### src/rtl/fpu_seq_pkg.sv
// Shared types and constants for the FPU command sequencer: states, opcodes,
// STATUS bit positions and the canonical half-precision quiet NaN.
package fpu_seq_pkg;

  typedef enum logic [3:0] {
    IDLE,
    RX_A_LO,
    RX_B_HI,
    RX_B_LO,
    RX_OP,
    ISSUE,
    WAIT,
    TX_HI,
    TX_LO,
    TX_STAT
  } seqState_e;

  localparam logic [1:0] OP_ADD = 2'b00;
  localparam logic [1:0] OP_SUB = 2'b01;
  localparam logic [1:0] OP_MUL = 2'b10;
  localparam logic [1:0] OP_DIV = 2'b11;

  localparam int unsigned ST_FPU_ERR = 0;
  localparam int unsigned ST_BAD_OP  = 1;
  localparam int unsigned ST_TIMEOUT = 2;
  localparam int unsigned ST_OVERRUN = 3;

  localparam logic [15:0] NAN_H = 16'h7E00;

  // Assemble the STATUS response byte from the individual flags.
  function automatic logic [7:0] packStatus(input logic overrun, input logic timeout,
                                            input logic badOp, input logic fpuErr);
    logic [7:0] s;
    s             = 8'h00;
    s[ST_OVERRUN] = overrun;
    s[ST_TIMEOUT] = timeout;
    s[ST_BAD_OP]  = badOp;
    s[ST_FPU_ERR] = fpuErr;
    return s;
  endfunction

endpackage

### src/rtl/seq_timer.sv
// Loadable saturating down-counter; expired is registered and high once the
// count has reached zero.
module seq_timer #(
  parameter int unsigned W = 13
) (
  input  logic         clk,
  input  logic         rst,
  input  logic         load,
  input  logic [W-1:0] loadVal,
  input  logic         enable,
  output logic         expired
);

  logic [W-1:0] cntQ;

  always_ff @(posedge clk) begin
    if (rst) begin
      cntQ    <= '0;
      expired <= 1'b1;
    end else if (load) begin
      cntQ    <= loadVal;
      expired <= (loadVal == '0);
    end else if (enable && (cntQ != '0)) begin
      cntQ    <= cntQ - W'(1);
      expired <= (cntQ == W'(1));
    end
  end

endmodule

### src/rtl/fpu_cmd_sequencer.sv
// Byte-stream front end for a half-precision FPU: collects a 5-byte command
// frame, issues it to the core, and returns a 3-byte result/status response.
module fpu_cmd_sequencer
  import fpu_seq_pkg::*;
#(
  parameter int unsigned TIMEOUT_CYC = 1024,
  parameter int unsigned IDLE_CYC    = 4096
) (
  input  logic        clk,
  input  logic        rst,
  input  logic [7:0]  rx_data,
  input  logic        rx_valid,
  output logic [7:0]  tx_data,
  output logic        tx_valid,
  input  logic        tx_ready,
  output logic [15:0] op_a,
  output logic [15:0] op_b,
  output logic [1:0]  op_code,
  output logic        fpu_start,
  input  logic        fpu_done,
  input  logic [15:0] fpu_result,
  input  logic        fpu_error,
  output logic        busy,
  output logic        frame_drop
);

  localparam int unsigned CntMax = (TIMEOUT_CYC > IDLE_CYC) ? TIMEOUT_CYC : IDLE_CYC;
  localparam int unsigned CntW   = (CntMax < 2) ? 1 : $clog2(CntMax);

  seqState_e   stateQ, stateD;
  logic [15:0] opAD, opBD, resultQ, resultD;
  logic [1:0]  opCodeD;
  logic [7:0]  txDataD;
  logic        txValidD, fpuStartD, busyD, frameDropD;
  logic        overrunQ, overrunD, timeoutQ, timeoutD;
  logic        badOpQ, badOpD, fpuErrQ, fpuErrD;
  logic        cntLoad, cntEn, cntExpired;
  logic [CntW-1:0] cntLoadVal;
  logic        txFire, rxOverrun;

  // One counter serves both the inter-byte gap and the core response timeout.
  seq_timer #(.W(CntW)) uTimer (
    .clk     (clk),
    .rst     (rst),
    .load    (cntLoad),
    .loadVal (cntLoadVal),
    .enable  (cntEn),
    .expired (cntExpired)
  );

  always_ff @(posedge clk) begin
    if (rst) begin
      stateQ     <= IDLE;
      op_a       <= '0;
      op_b       <= '0;
      op_code    <= '0;
      tx_data    <= '0;
      tx_valid   <= 1'b0;
      fpu_start  <= 1'b0;
      busy       <= 1'b0;
      frame_drop <= 1'b0;
      resultQ    <= '0;
      overrunQ   <= 1'b0;
      timeoutQ   <= 1'b0;
      badOpQ     <= 1'b0;
      fpuErrQ    <= 1'b0;
    end else begin
      stateQ     <= stateD;
      op_a       <= opAD;
      op_b       <= opBD;
      op_code    <= opCodeD;
      tx_data    <= txDataD;
      tx_valid   <= txValidD;
      fpu_start  <= fpuStartD;
      busy       <= busyD;
      frame_drop <= frameDropD;
      resultQ    <= resultD;
      overrunQ   <= overrunD;
      timeoutQ   <= timeoutD;
      badOpQ     <= badOpD;
      fpuErrQ    <= fpuErrD;
    end
  end

  always_comb begin
    stateD     = stateQ;
    opAD       = op_a;
    opBD       = op_b;
    opCodeD    = op_code;
    resultD    = resultQ;
    overrunD   = overrunQ;
    timeoutD   = timeoutQ;
    badOpD     = badOpQ;
    fpuErrD    = fpuErrQ;
    frameDropD = 1'b0;
    cntLoad    = 1'b0;
    cntLoadVal = CntW'(IDLE_CYC - 1);
    cntEn      = 1'b0;
    txFire     = tx_valid && tx_ready;
    rxOverrun  = rx_valid && (stateQ inside {ISSUE, WAIT, TX_HI, TX_LO, TX_STAT});

    if (rxOverrun) overrunD = 1'b1;

    unique case (stateQ)
      IDLE: begin
        if (rx_valid) begin
          opAD[15:8] = rx_data;
          cntLoad    = 1'b1;
          stateD     = RX_A_LO;
        end
      end
      RX_A_LO, RX_B_HI, RX_B_LO, RX_OP: begin
        // A byte arriving in the expiry cycle still belongs to the frame.
        if (rx_valid) begin
          cntLoad = 1'b1;
          unique case (stateQ)
            RX_A_LO: begin opAD[7:0]  = rx_data; stateD = RX_B_HI; end
            RX_B_HI: begin opBD[15:8] = rx_data; stateD = RX_B_LO; end
            RX_B_LO: begin opBD[7:0]  = rx_data; stateD = RX_OP;   end
            default: begin
              opCodeD = rx_data[1:0];
              if (rx_data[7:2] == 6'd0) begin
                stateD = ISSUE;
              end else begin
                badOpD  = 1'b1;
                resultD = NAN_H;
                stateD  = TX_HI;
              end
            end
          endcase
        end else if (cntExpired) begin
          frameDropD = 1'b1;
          stateD     = IDLE;
        end else begin
          cntEn = 1'b1;
        end
      end
      ISSUE: begin
        cntLoad    = 1'b1;
        cntLoadVal = CntW'(TIMEOUT_CYC - 1);
        stateD     = WAIT;
      end
      WAIT: begin
        // fpu_done takes priority over a timeout expiring in the same cycle.
        if (fpu_done) begin
          resultD = fpu_result;
          fpuErrD = fpu_error;
          stateD  = TX_HI;
        end else if (cntExpired) begin
          resultD  = NAN_H;
          timeoutD = 1'b1;
          stateD   = TX_HI;
        end else begin
          cntEn = 1'b1;
        end
      end
      TX_HI: if (txFire) stateD = TX_LO;
      TX_LO: if (txFire) stateD = TX_STAT;
      TX_STAT: begin
        if (txFire) begin
          overrunD = 1'b0;
          timeoutD = 1'b0;
          badOpD   = 1'b0;
          fpuErrD  = 1'b0;
          stateD   = IDLE;
        end
      end
      default: stateD = IDLE;
    endcase

    fpuStartD = (stateD == ISSUE);
    busyD     = (stateD != IDLE);
    txValidD  = stateD inside {TX_HI, TX_LO, TX_STAT};

    // tx_data is loaded only on entry to a TX state so it holds while stalled.
    txDataD = tx_data;
    if (stateD != stateQ) begin
      case (stateD)
        TX_HI:   txDataD = resultD[15:8];
        TX_LO:   txDataD = resultD[7:0];
        TX_STAT: txDataD = packStatus(overrunD, timeoutD, badOpD, fpuErrD);
        default: txDataD = 8'h00;
      endcase
    end
  end

endmodule
### config.mk
export PLATFORM = sky130hd
export DESIGN_NAME = fpu_cmd_sequencer
export DESIGN_NICKNAME = d
export VERILOG_FILES = /design/src/rtl/fpu_seq_pkg.sv /design/src/rtl/seq_timer.sv /design/src/rtl/fpu_cmd_sequencer.sv
export SDC_FILE = /design/constraint.sdc
export NUM_CORES = 1
export LEC_CHECK = 0
export CAP_MARGIN = 0
export CORE_ASPECT_RATIO = 1.1
export CORE_MARGIN = 1
export CORE_UTILIZATION = 45
export DETAILED_ROUTE_END_ITERATION = 8
export PLACE_DENSITY = 0.71
export SLEW_MARGIN = 10
export SYNTH_ARGS = -nofsm -noshare
export SYNTH_HDL_FRONTEND = slang
export SYNTH_SLANG_ARGS = --single-unit
### constraint.sdc
create_clock -name clk -period 2.78 [get_ports clk]
set_input_delay 0.695 -clock clk [delete_from_list [all_inputs] [get_ports clk]]
set_output_delay 0.695 -clock clk [all_outputs]
set_load 0.03 [all_outputs]
After elaboration in Yosys (flattened, before gate mapping)
Index checks and enable logic that the tools add are counted.
Widths: inputs -> output; s select.

operators by class
  bitwise logic cells = 2
  equality and inequality tests = 15
  $add $sub $neg = 1
  reductions and logical operators = 20
  mux-type cells = 45

operators by type and width
  cell                   count
  $mux 16                5
  $mux 12                3
  $mux 4                 8
  $pmux 16 s2            1
  $pmux 4 s7             1
  $eq 4x3->1 const B     6
  $pmux 8 s3             1
  $mux 1                 19
  $eq 4x4->1 const B     4
  $eq 12x1->1 const B    1
  $logic_not 12->1       1
  $reduce_and 3->1       4
  $reduce_bool 12->1     1
  $sub 12x1->12 const B  1
  $pmux 1 s2             5
  $pmux 3 s3             1
  $eq 4x2->1 const B     2
  $logic_not 6->1        1
  $reduce_or 3->1        2
  $reduce_bool 5->1      1
  $reduce_or 5->1        1
  $eq 4x1->1 const B     1
  $logic_not 4->1        1
  $ne 4x4->1             1
  other kinds (8)        11

storage, ports and cells
  register bits = 83
  input bits = 30
  output and inout port bits = 46
  word-level logic and storage cells = 101

Longest topological paths before layout
  word-level depth = 7
  mapped depth = 9
  depth with buffers taken out = 6

Modules after synthesis
A second synthesis with hierarchy kept.

second synthesis, totals
  cells, all modules = 467
  area total of the unflattened synthesis = 3,993.8 µm²

by module, submodules not included
  module             instances  cells each  seq. area each (µm²)  area an instance (µm²)
  fpu_cmd_sequencer  1          356         1,401.3               3,095.5
  seq_timer          1          111         260.2                 898.4

Worst setup path after synthesis
Ideal clock, no wire load.

  path kind = input-to-reg
  from = input port rx_valid
  to = register tx_data[4]
  path buffers = 2
  cell stages on the path = 8
  data arrival time = 2.245 ns
  data required time = 2.688 ns
  setup slack = 0.443 ns
  path through = buf_2 -> nor4b_2 -> a31oi_1 -> a21o_1 -> a311o_1 -> or2_0 -> buf_2 -> o32ai_1

on the way
  word-level cells in the longest chain between the ends = 4
  elaborated cells on any way between the ends = 10
  classes of those cells = 4 x eq/ne; 6 x mux

RTL lines
  element                                   RTL line                                            text
  start, declared                           fpu_cmd_sequencer.sv:12                             input logic rx_valid,
  $mux 4, on equally long branches          fpu_cmd_sequencer.sv:114, fpu_cmd_sequencer.sv:106
  $pmux 4 s7                                fpu_cmd_sequencer.sv:104                            unique case (stateQ)
  $eq 4x4->1 or $eq 4x3->1 (tied branches)  fpu_cmd_sequencer.sv:178                            case (stateD)
  $pmux 8 s3                                fpu_cmd_sequencer.sv:178
  end signal, assigned                      fpu_cmd_sequencer.sv:72                             tx_data <= txDataD;
  end, declared                             fpu_cmd_sequencer.sv:13                             output logic [7:0] tx_data,

Several ways; a longest one is shown, not always the timed one.
A chain may end at the register's enable or synchronous reset.

Worst setup path after layout
  from = input port rx_valid
  to = register tx_data[5]

The elaborated chain is that of the path after synthesis.

==> metrics.md <==
| Metric | Value |
|---|---|
| CP Max Fanout | 6 |
| Number of global-route vias before repair | approximately 3400 |
| Worst Clk Skew | between 15 and 20 ps |
| Hold Vio Cnt, Final | 0 |
| Post-DR vias/cell | 5.48 |
| Die X | roughly 90 µm |
| RSZ-0062 raised after global routing | no |
| Site Rows | 34 |
| Yosys cell types | 70 |
| Hold_ws | 460 ps |
| CTS tree | done |
| Post-synthesis xor/xnor area fraction | 0.0226 |
| Clk_lat worst skew | ~370 ps |
| FMAX | 384 MHz |
| Dpl hpwl | 7.41 mm |
| CTS resizes | 0 |
| Finished Core Util | 0.629 |
| Sequential fraction of the synthesis area | 0.435 |
| Boundary Pins | 76 |
| Power per cell area | 488 mW/mm² |
| Post-synthesis mux area share | 0.0557 |
| Share of cells above drive strength 1 | 0.142 |
| P&R area growth vs syn | 33.2% |
| Max-slew headroom | 0.629 |
| Max-Cap Viols | 0 |
| Setup slack after layout | 179 ps |
| CP Data Required Time | 3050 ps |
| Placed Area | a little under 0.005 mm² |
| Tcrit/Tclk final | 0.936 |
| Starting Density | 0.472 |
| Nets | ~560 |
| Hold path cells | 2 |
| Crit Path Class | in -> reg |
| M1 WL | 4.64 mm |
| Post-CTS Hold Fix Bufs | 0 |
| Syn Nets | 461 |
| Total gr overflow | 0 |
| Outcome | finished clean |
| Final setup vio count | 0 |
| CP arrival | 2880 ps |
| Placed Cells | 628 |
| Initial antenna violation count | 0 |
| Setup TNS | 0 ps |
| R2R depth | 7 |
| Top routing layer in use | met4 |
| Place WS | -191 ps |
| Post-synthesis cell count | 429 |
| Vias | 3528 |
| DRC Markers | 0 |
| Reg clk slew, reported paths | 110 ps |
| Compound-gate portion of the synthesized area | 0.205 |
| Final Cell Area | roughly 0.005 mm² |
| Met2 WL | between 4 and 5 mm |
| Synth Warn # | 0 |
| Hold Crit Class | reg -> reg |
| Port bufs | 75 |
| Root buf cell | clkbuf_8 |
| Worst-Margin Slew | approximately 550 ps |
| Number of synthesized flops with an enable pin | 0 |
| Setup Fix Bufs, Post-CTS | 0 |
| Fin. max-slew vios | 0 |
| DRT Pass-1 Iters | 4 |
| Crit path time final | 2600 ps |
| Global-route wire length before repair | ~17 mm |
| Layout Cells excl Fill | around 640 |
| Number of clock sinks | 83 |
| H-tree levels | 3 |
| Post-Synthesis Cell Area | 0.00382 mm² |
| Tot Pwr | 2.48 mW |
| Total CTS buffers | 9 |
| Post-Route WL | 10.2 mm |
| Largest family of logic cells by synthesized area | simple AND/OR/NAND/NOR gates |
| Wire length per cell | 15.8 µm |
| Ys flop type | dfxtp_1 |
| RD Place Congestion | between 0.8 and 0.9 |
| DIE HEIGHT | 98.6 µm |
| Peak supply drop | roughly 0.30 mV |
| Leak | 1.95 nW |
| Critical Path End Type | flop |
| Core area | just over 0.008 mm² |
| Asr flop ratio synth | 0 |
| Antenna Cells | 0 |
| Clock buffer depth | 2 |
| Seq cells post-synth | 83 |
| Simple-gate area share of the yosys netlist | 0.225 |
| WL met3 | about 350 µm |
| Iteration-0 DRC Markers | 221 |
| Avg Cell Area, Syn | 8.90 µm² |
| All-Layer GR Usage | 0.239 |
| Largest net degree at the start of global routing | 56 |
| Post-Synth Adder-Cell Area | 0.00656 |
| Die area | 0.00885 mm² |
| Final-layout fill cell count | 717 |
| ANT nets after route | 0 |
| Crit path launch type | input port |
## sequential cells by signal, summed over array words and instances (netlist names), 2 cells and up
| signal | count |
|---|---|
| stateQ | 4 |
| op_b | 16 |
| op_a | 16 |
| op_code | 2 |
| uTimer.cntQ | 12 |
| resultQ | 16 |
| tx_data | 8 |
## where the power goes
group | leakage (nW) | switching, mW | internal, mW
registers | 0.676 | 0.0345 | 1.23
logic | 1.17 | 0.192 | 0.157
clock network | 0.103 | 0.514 | 0.357
total | 1.95 | 0.741 | 1.74
## layout by cell type (no fill, tap or decap), types with 3 or more instances in the layout
cell | netlist | final
dfxtp_1 | 83 | 83
clkdlybuf4s50_1 | 0 | 74
nor2_1 | 53 | 53
buf_4 | 0 | 40
a21oi_1 | 39 | 39
nand2_1 | 34 | 34
nand3_1 | 20 | 20
mux2i_1 | 19 | 19
inv_1 | 15 | 15
nand4_1 | 9 | 9
clkbuf_8 | 0 | 9
nor3_1 | 8 | 8
xor2_1 | 8 | 8
and2_1 | 7 | 7
a22oi_1 | 7 | 7
o22ai_1 | 6 | 6
nor4_1 | 5 | 5
o32ai_1 | 5 | 5
a31oi_1 | 4 | 4
nand2b_1 | 4 | 4
nor2b_1 | 4 | 4
a22o_1 | 4 | 4
or3_1 | 4 | 4
a211o_1 | 3 | 3
o21ai_0 | 3 | 3
a211oi_1 | 3 | 3
o2bb2ai_1 | 3 | 3
inv_8 | 0 | 3
## metal layers
metal	vias to the layer above	GRT usage
li1	1770	-
met1	1669	0.314
met2	77	0.399
met3	12	0.0309
met4	0	0.0933
met5	-	0
## layout make-up
type	count	area, µm²	share of cell area
clock buffer	9	124	0.0244
inverter	15	56.3	0.0111
tap	108	135	0.0266
sequential	83	1660	0.327
multi-input combinational	306	1970	0.387
timing repair buffer	116	1070	0.210
clock inverter	7	76.3	0.0150
## worst paths after layout
check	from	to	slack [ps]
max	rx_valid	tx_data[5]$_SDFFE_PP0P_	180
min	op_a[12]$_SDFFE_PP0P_	op_a[12]$_SDFFE_PP0P_	460
max reg2reg	stateQ[0]$_SDFF_PP0_	tx_data[5]$_SDFFE_PP0P_	320
min reg2reg	op_a[12]$_SDFFE_PP0P_	op_a[12]$_SDFFE_PP0P_	460
## logic make-up after synthesis
kind of cell               after synthesis
DFF                                     83
AOI/OAI and AO/OA                      108
and+or+nand+nor                        166
buffers and inverters                   40
xor gates and xnor gates                 9
adders and majority gates                2
muxes                                   21
## worst max-delay path: stages
cell and delay (ps):
clkdlybuf4s50_1 540, nor4b_2 270, a31oi_1 90, a21o_1 190, a311o_1 430, or2_0 370, o32ai_1 290
## synth_stat cells, drive strengths merged (7+ instances only)
library cell,number,area share
a21oi,39,0.051
a22oi,7,0.014
and2,8,0.014
buf,12,0.022
clkbuf,13,0.013
dfxtp,83,0.44
inv,15,0.015
mux2i,19,0.050
nand2,34,0.033
nand3,21,0.029
nand4,9,0.015
nor2,53,0.052
nor3,9,0.013
xor2,8,0.018
Power figures use the tool's default switching activity.
